**src/rtl/hazard_ctrl.sv**
```systemverilog
// hazard_ctrl: pipeline hazard controller that sits beside the decode stage.
// It selects forwarded operands for rs1/rs2 and detects load-use hazards.
// A scoreboard tracks long-latency writebacks. A redirect flush is deferred
// while memory stalls the pipe. A saturating counter records stalled cycles.
module hazard_ctrl #(
    parameter int XLEN = 64,
    parameter int NREG = 32,
    parameter int NFWD = 3,
    parameter int CNTW = 32,
    localparam int RW  = $clog2(NREG)
) (
    input  logic                 clk,
    input  logic                 resetn,
    input  logic [RW-1:0]        id_rs1,
    input  logic [RW-1:0]        id_rs2,
    input  logic                 id_use_rs1,
    input  logic                 id_use_rs2,
    input  logic                 ex_memread,
    input  logic                 ex_regwrite,
    input  logic [RW-1:0]        ex_dst,
    input  logic [NFWD-1:0]      fwd_valid,
    input  logic [NFWD*RW-1:0]   fwd_dst,
    input  logic [NFWD*XLEN-1:0] fwd_data,
    input  logic                 issue_long,
    input  logic [RW-1:0]        issue_dst,
    input  logic                 long_done,
    input  logic [RW-1:0]        long_dst,
    input  logic                 mem_stall,
    input  logic                 redirect,
    output logic                 srca_mux,
    output logic [XLEN-1:0]      srca_fwd,
    output logic                 srcb_mux,
    output logic [XLEN-1:0]      srcb_fwd,
    output logic                 stall_if,
    output logic                 stall_id,
    output logic                 flush_ifid,
    output logic [CNTW-1:0]      stall_cnt
);

    typedef enum logic {
        IDLE = 1'b0,
        HOLD = 1'b1
    } state_t;

    state_t          state_q, state_d;
    logic [NREG-1:0] sb_q, sb_d;
    logic [CNTW-1:0] cnt_q, cnt_d;

    logic            a_match, b_match;
    logic [XLEN-1:0] a_data, b_data;
    logic            rs1_live, rs2_live;
    logic            rs1_busy, rs2_busy;
    logic            sb_hit;
    logic            load_use;
    logic            stall_raw;
    logic            flush_raw;

    // A source operand only matters when decode reads it and it is not x0.
    always_comb begin
        rs1_live = id_use_rs1 && (id_rs1 != '0);
        rs2_live = id_use_rs2 && (id_rs2 != '0);
    end

    // Search all forwarding sources; scanning from the oldest down lets the youngest match win.
    always_comb begin
        a_match = 1'b0;
        a_data  = '0;
        b_match = 1'b0;
        b_data  = '0;
        for (int i = NFWD - 1; i >= 0; i--) begin
            if (fwd_valid[i] && (fwd_dst[i*RW +: RW] == id_rs1)) begin
                a_match = 1'b1;
                a_data  = fwd_data[i*XLEN +: XLEN];
            end
            if (fwd_valid[i] && (fwd_dst[i*RW +: RW] == id_rs2)) begin
                b_match = 1'b1;
                b_data  = fwd_data[i*XLEN +: XLEN];
            end
        end
    end

    // A live operand whose register awaits a long-latency result must wait, not forward.
    always_comb begin
        rs1_busy = rs1_live && sb_q[id_rs1];
        rs2_busy = rs2_live && sb_q[id_rs2];
        sb_hit   = rs1_busy || rs2_busy;
    end

    // A load in EX cannot forward in time, so a dependent decode instruction waits one cycle.
    always_comb begin
        load_use = ex_memread && ex_regwrite && (ex_dst != '0) &&
                   ((id_use_rs1 && (id_rs1 == ex_dst)) ||
                    (id_use_rs2 && (id_rs2 == ex_dst)));
        stall_raw = load_use || sb_hit || mem_stall;
    end

    // Scoreboard update: completion clears first so that a same-cycle issue re-sets the bit.
    always_comb begin
        sb_d = sb_q;
        if (long_done) begin
            sb_d[long_dst] = 1'b0;
        end
        if (issue_long && (issue_dst != '0)) begin
            sb_d[issue_dst] = 1'b1;
        end
        sb_d[0] = 1'b0;
    end

    // Scoreboard register.
    always_ff @(posedge clk) begin
        if (!resetn) begin
            sb_q <= '0;
        end else begin
            sb_q <= sb_d;
        end
    end

    // Redirect FSM: a flush requested under a memory stall is held until the pipe moves.
    always_comb begin
        state_d   = state_q;
        flush_raw = 1'b0;
        case (state_q)
            IDLE: begin
                if (redirect) begin
                    if (mem_stall) begin
                        state_d = HOLD;
                    end else begin
                        flush_raw = 1'b1;
                    end
                end
            end
            HOLD: begin
                if (!mem_stall) begin
                    flush_raw = 1'b1;
                    state_d   = IDLE;
                end
            end
            default: begin
                state_d = IDLE;
            end
        endcase
    end

    // FSM state register.
    always_ff @(posedge clk) begin
        if (!resetn) begin
            state_q <= IDLE;
        end else begin
            state_q <= state_d;
        end
    end

    // Outputs are forced quiet while reset is asserted; a flush lets IF advance to the new target.
    always_comb begin
        srca_mux   = resetn && a_match && rs1_live && !rs1_busy;
        srcb_mux   = resetn && b_match && rs2_live && !rs2_busy;
        srca_fwd   = srca_mux ? a_data : '0;
        srcb_fwd   = srcb_mux ? b_data : '0;
        flush_ifid = resetn && flush_raw;
        stall_id   = resetn && stall_raw;
        stall_if   = stall_id && !flush_ifid;
    end

    // Count stalled decode cycles, sticking at the maximum value.
    always_comb begin
        cnt_d = cnt_q;
        if (stall_id && (cnt_q != {CNTW{1'b1}})) begin
            cnt_d = cnt_q + 1'b1;
        end
    end

    // Stall counter register.
    always_ff @(posedge clk) begin
        if (!resetn) begin
            cnt_q <= '0;
        end else begin
            cnt_q <= cnt_d;
        end
    end

    assign stall_cnt = cnt_q;

endmodule

```
**config.mk**
```make
export PLATFORM = sky130hd
export DESIGN_NAME = hazard_ctrl
export DESIGN_NICKNAME = d
export VERILOG_FILES = /design/src/rtl/hazard_ctrl.sv
export SDC_FILE = /design/constraint.sdc
export NUM_CORES = 1
export LEC_CHECK = 0
export CORE_AREA = 8 8 151 153
export CTS_CLUSTER_DIAMETER = 80
export DETAILED_ROUTE_END_ITERATION = 6
export DIE_AREA = 0 0 159 161
export PLACE_DENSITY = 0.8
export SYNTH_ARGS = -nofsm -noshare
export SYNTH_HDL_FRONTEND = slang
export SYNTH_SLANG_ARGS = --single-unit
```
**constraint.sdc**
```tcl
create_clock -name clk -period 8.6 [get_ports clk]
set_input_delay 1.29 -clock clk [delete_from_list [all_inputs] [get_ports clk]]
set_output_delay 1.29 -clock clk [all_outputs]
set_load 0.005 [all_outputs]
```
Word level (Yosys, flattened, before mapping) --
Index checks and enable logic that the tools add are counted.
Storage, ports and cells: input port bits 245, word-level logic and storage cells 93, register bits 65, output and inout bits 165
Cells by class: magnitude comparators 6, reductions and logical operators 39, equality and inequality tests 9, mux-type cells 30, bitwise operators 4, $add $sub $neg 1
Operators by type and width (count):
- 64-bit two-way mux | 8
- 32-bit two-way mux | 2
- 5-bit equality test | 8
- 32-bit by 1-bit adder with 32-bit output, second input constant | 1
- 32-bit bitwise AND | 1
- 32-bit inequality test, second input constant | 1
- 32-bit inverter | 1
- 32-bit OR | 1
- 1-bit logical AND | 28
- 5-bit by 6-bit < comparator with 1-bit output, second input constant | 4
- 5-bit nonzero test | 4
- 1-bit two-way mux | 14
- 1-bit binary-select mux with 5-bit select | 2
- 1-bit demux with 5-bit select | 2
- 5-bit by 1-bit >= comparator with 1-bit output, second input constant | 2
- 1-bit logical OR | 4
- 1-bit case mux with 2 select lines | 2
- 1-bit logical NOT | 3
- 1-bit inverter | 1

Depth between registers and ports, before layout --
depth after elaboration 9, gate-level depth with buffers 11, gate-level depth less buffers 8

Worst setup path after synthesis --
OpenSTA, ideal clock, no wires.
path kind in2out, from in id_rs2[0], to out srcb_fwd[14], buffers on the path 4, stages on the path 10, arrival time 3327 ps, setup slack 3983 ps, cell sequence buf_6 > buf_6 > mux4_2 > nand3b_1 > o2111ai_1 > o21ai_2 > or4b_1 > buf_6 > buf_12 > nor3_4
Between the ends: cells in the longest elaborated chain, start to end 9, elaborated cells on any way between the ends 22
RTL lines:
- start: declaration | line 15 | input logic [RW-1:0] id_rs2,
- 5-bit equality test | line 75 | if (fwd_valid[i] && (fwd_dst[i*RW +: RW] == id_rs2)) begin
- 1-bit logical AND | line 75
- 1-bit two-way mux (3 in a row) | line 75
- 1-bit logical AND (3 in a row) | line 156 | srcb_mux = resetn && b_match && rs2_live && !rs2_busy;
- 64-bit two-way mux * | line 158 | srcb_fwd = srcb_mux ? b_data : '0;
- end: declaration | line 33 | output logic [XLEN-1:0] srcb_fwd,
Mark *: on every way between the ends. The rest lies on a longest branch, timed or not. The select of a mux whose other input is x is not followed.

Final worst setup path --
from in id_rs1[1], to out srca_fwd[45]
Between the ends: cells in the longest elaborated chain, start to end 9, elaborated cells on any way between the ends 22
RTL lines:
- start: declaration | line 14 | input logic [RW-1:0] id_rs1,
- 5-bit equality test | line 71 | if (fwd_valid[i] && (fwd_dst[i*RW +: RW] == id_rs1)) begin
- 1-bit logical AND | line 71
- 1-bit two-way mux (3 in a row) | line 71
- 1-bit logical AND (3 in a row) | line 155 | srca_mux = resetn && a_match && rs1_live && !rs1_busy;
- 64-bit two-way mux * | line 157 | srca_fwd = srca_mux ? a_data : '0;
- end: declaration | line 31 | output logic [XLEN-1:0] srca_fwd,
Marks and branches as above.

==> out/metrics.yaml <==
postSynthAreaPerCell_um2: 7.39
regArea_um2: 1280
drc: 0
place_ws_ns: 1.80
grt_pass1_wl_um: 58900
cts_tree: "yes"
ys_seq_area_frac: 0.177
die_h_um: 161
cts_buffers: 9
critPathMaxFanout: 65
setup_violations: 0
crit_buf_inv: 3
synthToLayoutAreaGrowth_pct: 60.7
holdBufCountCts: 0
cpLargestDelayFamily: "buffers and inverters"
cts.sinks: 64
synth-edff-count: 0
multi_input_area_um2: 5440
drive_gt1_frac: 0.0821
post_cts_buffers: 0
ir_worst_vdd_v: 0.000136
slew-limit-headroom: 0.249
viasPerCell: 6.24
p_leak_nw: 3.47
async_reset_ff_frac: 0
antenna_found_initial: 3
max_stage_delay_ns: 1.22
core-area_um2: 20600
clk_pin_slew_worst_paths_ns: 0.05
fin_skew_ns: 0.00484
finalHoldViolCount: 0
hp-class: "register to register"
yosys.cell_types.count: 63
crit_type: "input pin to output port"
fin_ws_ns: 1.79
grt_pass1_vias: 9409
die_area_um2: 25600
ys.flop_type: "dfxtp_1"
drtAntennaViolNets: 0
rsz0062_at_grt: "no"
gp_congestion: 1.04
fin_crit_sh: 0.792
tns_ns: 0
fmax_mhz: 147
die_x_um: 159
ctsResizeCount: 0
required_ns: 7.31
path_cells: "clkdlybuf4s50_1 -> xor2_1 -> nor4_1 -> and3_2 -> nor2_1 -> o21ai_0 -> nand4_1 -> buf_4 -> nor3_1 -> clkdlybuf4s50_1"
p_per_area_nw_per_um2: 81.3
finalWirelength_um: 40000
fillers: 1922
ys_seq_elements: 64
grt_remaining_overflow: 0
ios: 410
portBuffers: 409
dp_hpwl_um: 29700
syn_area_um2: 7220
cp-end-kind: "output port"
worstPathArrival_ns: 5.52
start_util: 0.351
grt_use_total: 0.288
status: "finished clean"
std_cell_rows: 53
clock_latency_ns: 0.33
wire_per_inst_um: 25.1
clock-root-buffer: "clkbuf_16"
cap_viol_max_count: 0
vias: 9929
grt_max_degree: 66
cpMaxStageDelayCell: "clkdlybuf4s50_1"
layout.nets: 1556
cp_common_cell: "clkdlybuf4s50_1"
startpoint_type: "input pin"
final_max_slew_viol_count: 0
synth-warning-count: 0
synthCells: 977
syn_nets: 1223
first_pass_iters: 7
drtIter0Drc: 979
htreeDepth: 3
total_power_mw: 0.944
fin_crit_ns: 6.81
clockBufferDepth: 2
worst_pin_slew_ns: 1.12
[worst reg2reg max path, cell delays in order (launching register included)]
cell	delay, ns
dfxtp_1	0.44
and4_1	0.28
and2_1	0.22
and3_1	0.29
nand4_1	0.33
nor2_2	0.75
buf_4	0.44
o311ai_0	0.23
o41ai_1	0.12
[cell type report]
type	instances	area share
antenna	1	0.000216
clock buffer	11	0.0218
clock inverter	5	0.00474
inverter	9	0.00291
multi-input combinational	803	0.469
sequential	64	0.110
tap	275	0.0296
timing repair buffer	423	0.362
[cell usage after synthesis, types with 20 or more instances]
cell | n | area (um2)
clkbuf_1 | 67 | 251
nor3_4 | 20 | 325
o21ai_0 | 37 | 185
a21oi_1 | 56 | 280
xnor2_1 | 24 | 210
dfxtp_1 | 64 | 1280
nor2_1 | 144 | 541
a221oi_1 | 129 | 1130
nor3_1 | 86 | 430
nor3_2 | 31 | 310
o31ai_1 | 20 | 150
nand2_1 | 56 | 210
[worst paths after layout]
kind | start | to | slack, ns | cells past startpoint
worst max-delay path | id_rs1[1] | srca_fwd[45] | 1.79 | 10
worst min-delay path | stall_cnt[7]$_SDFFE_PN0P_ | stall_cnt[7]$_SDFFE_PN0P_ | 0.49 | 2
worst max register to register | stall_cnt[14]$_SDFFE_PN0P_ | stall_cnt[22]$_SDFFE_PN0P_ | 5.41 | 8
worst min register to register | stall_cnt[7]$_SDFFE_PN0P_ | stall_cnt[7]$_SDFFE_PN0P_ | 0.49 | 2
[stage by stage]
stage	instances	utilization	hold WS, ns	instance area [um2]
6_report	1591	0.565	0.488	11600
5_1_grt	1591	0.565	0.521	11600
4_1_cts	1590	0.565	0.487	11600
3_5_place_dp	1574	0.550	0.470	11300
3_3_place_gp	1574	0.550	0.466	11300
2_1_floorplan	977	-	0.460	7220
[sequential cells by signal, summed over array words and instances, names as in the netlist]
signal and cells:
sb_q 31, state_q 1, stall_cnt 32
[cells by family (layout without fill, tap and decap cells)]
family	after synthesis	after routing	share of synthesized area
and+or+nand+nor	457	457	0.364
AOI/OAI and AO/OA	278	278	0.285
buffers and inverters	110	448	0.0738
DFF	64	64	0.177
xor gates and xnor gates	40	40	0.0485
muxes	27	27	0.0501
adders and majority gates	1	1	0.00173
other	0	1	0
[where the power goes]
group	switching, mW	total [mW]	internal, mW
clock network	0.132	0.370	0.239
logic	0.124	0.269	0.145
registers	0.00389	0.304	0.300
total	0.260	0.944	0.684
[routing by layer]
layer / track usage / share of wire
met1: 0.346 / 0.38
met2: 0.470 / 0.47
met3: 0.0807 / 0.10
met4: 0.135 / 0.049
met5: 0 / 0.00067
[layout by cell type, fill, tap and decap left out, types with 15 or more instances in the layout]
cell | netlist | layout
clkdlybuf4s50_1 | 0 | 409
nor2_1 | 144 | 143
a221oi_1 | 129 | 129
nor3_1 | 86 | 86
dfxtp_1 | 64 | 64
nand2_1 | 56 | 56
a21oi_1 | 56 | 56
o21ai_0 | 37 | 37
nor3_2 | 31 | 29
xnor2_1 | 24 | 24
nor3_4 | 20 | 22
o31ai_1 | 20 | 20
or4_1 | 19 | 19
mux2i_1 | 17 | 17
nand3_1 | 19 | 17
xor2_1 | 16 | 16
nand4_1 | 15 | 15
Power figures use the tool's default switching activity.
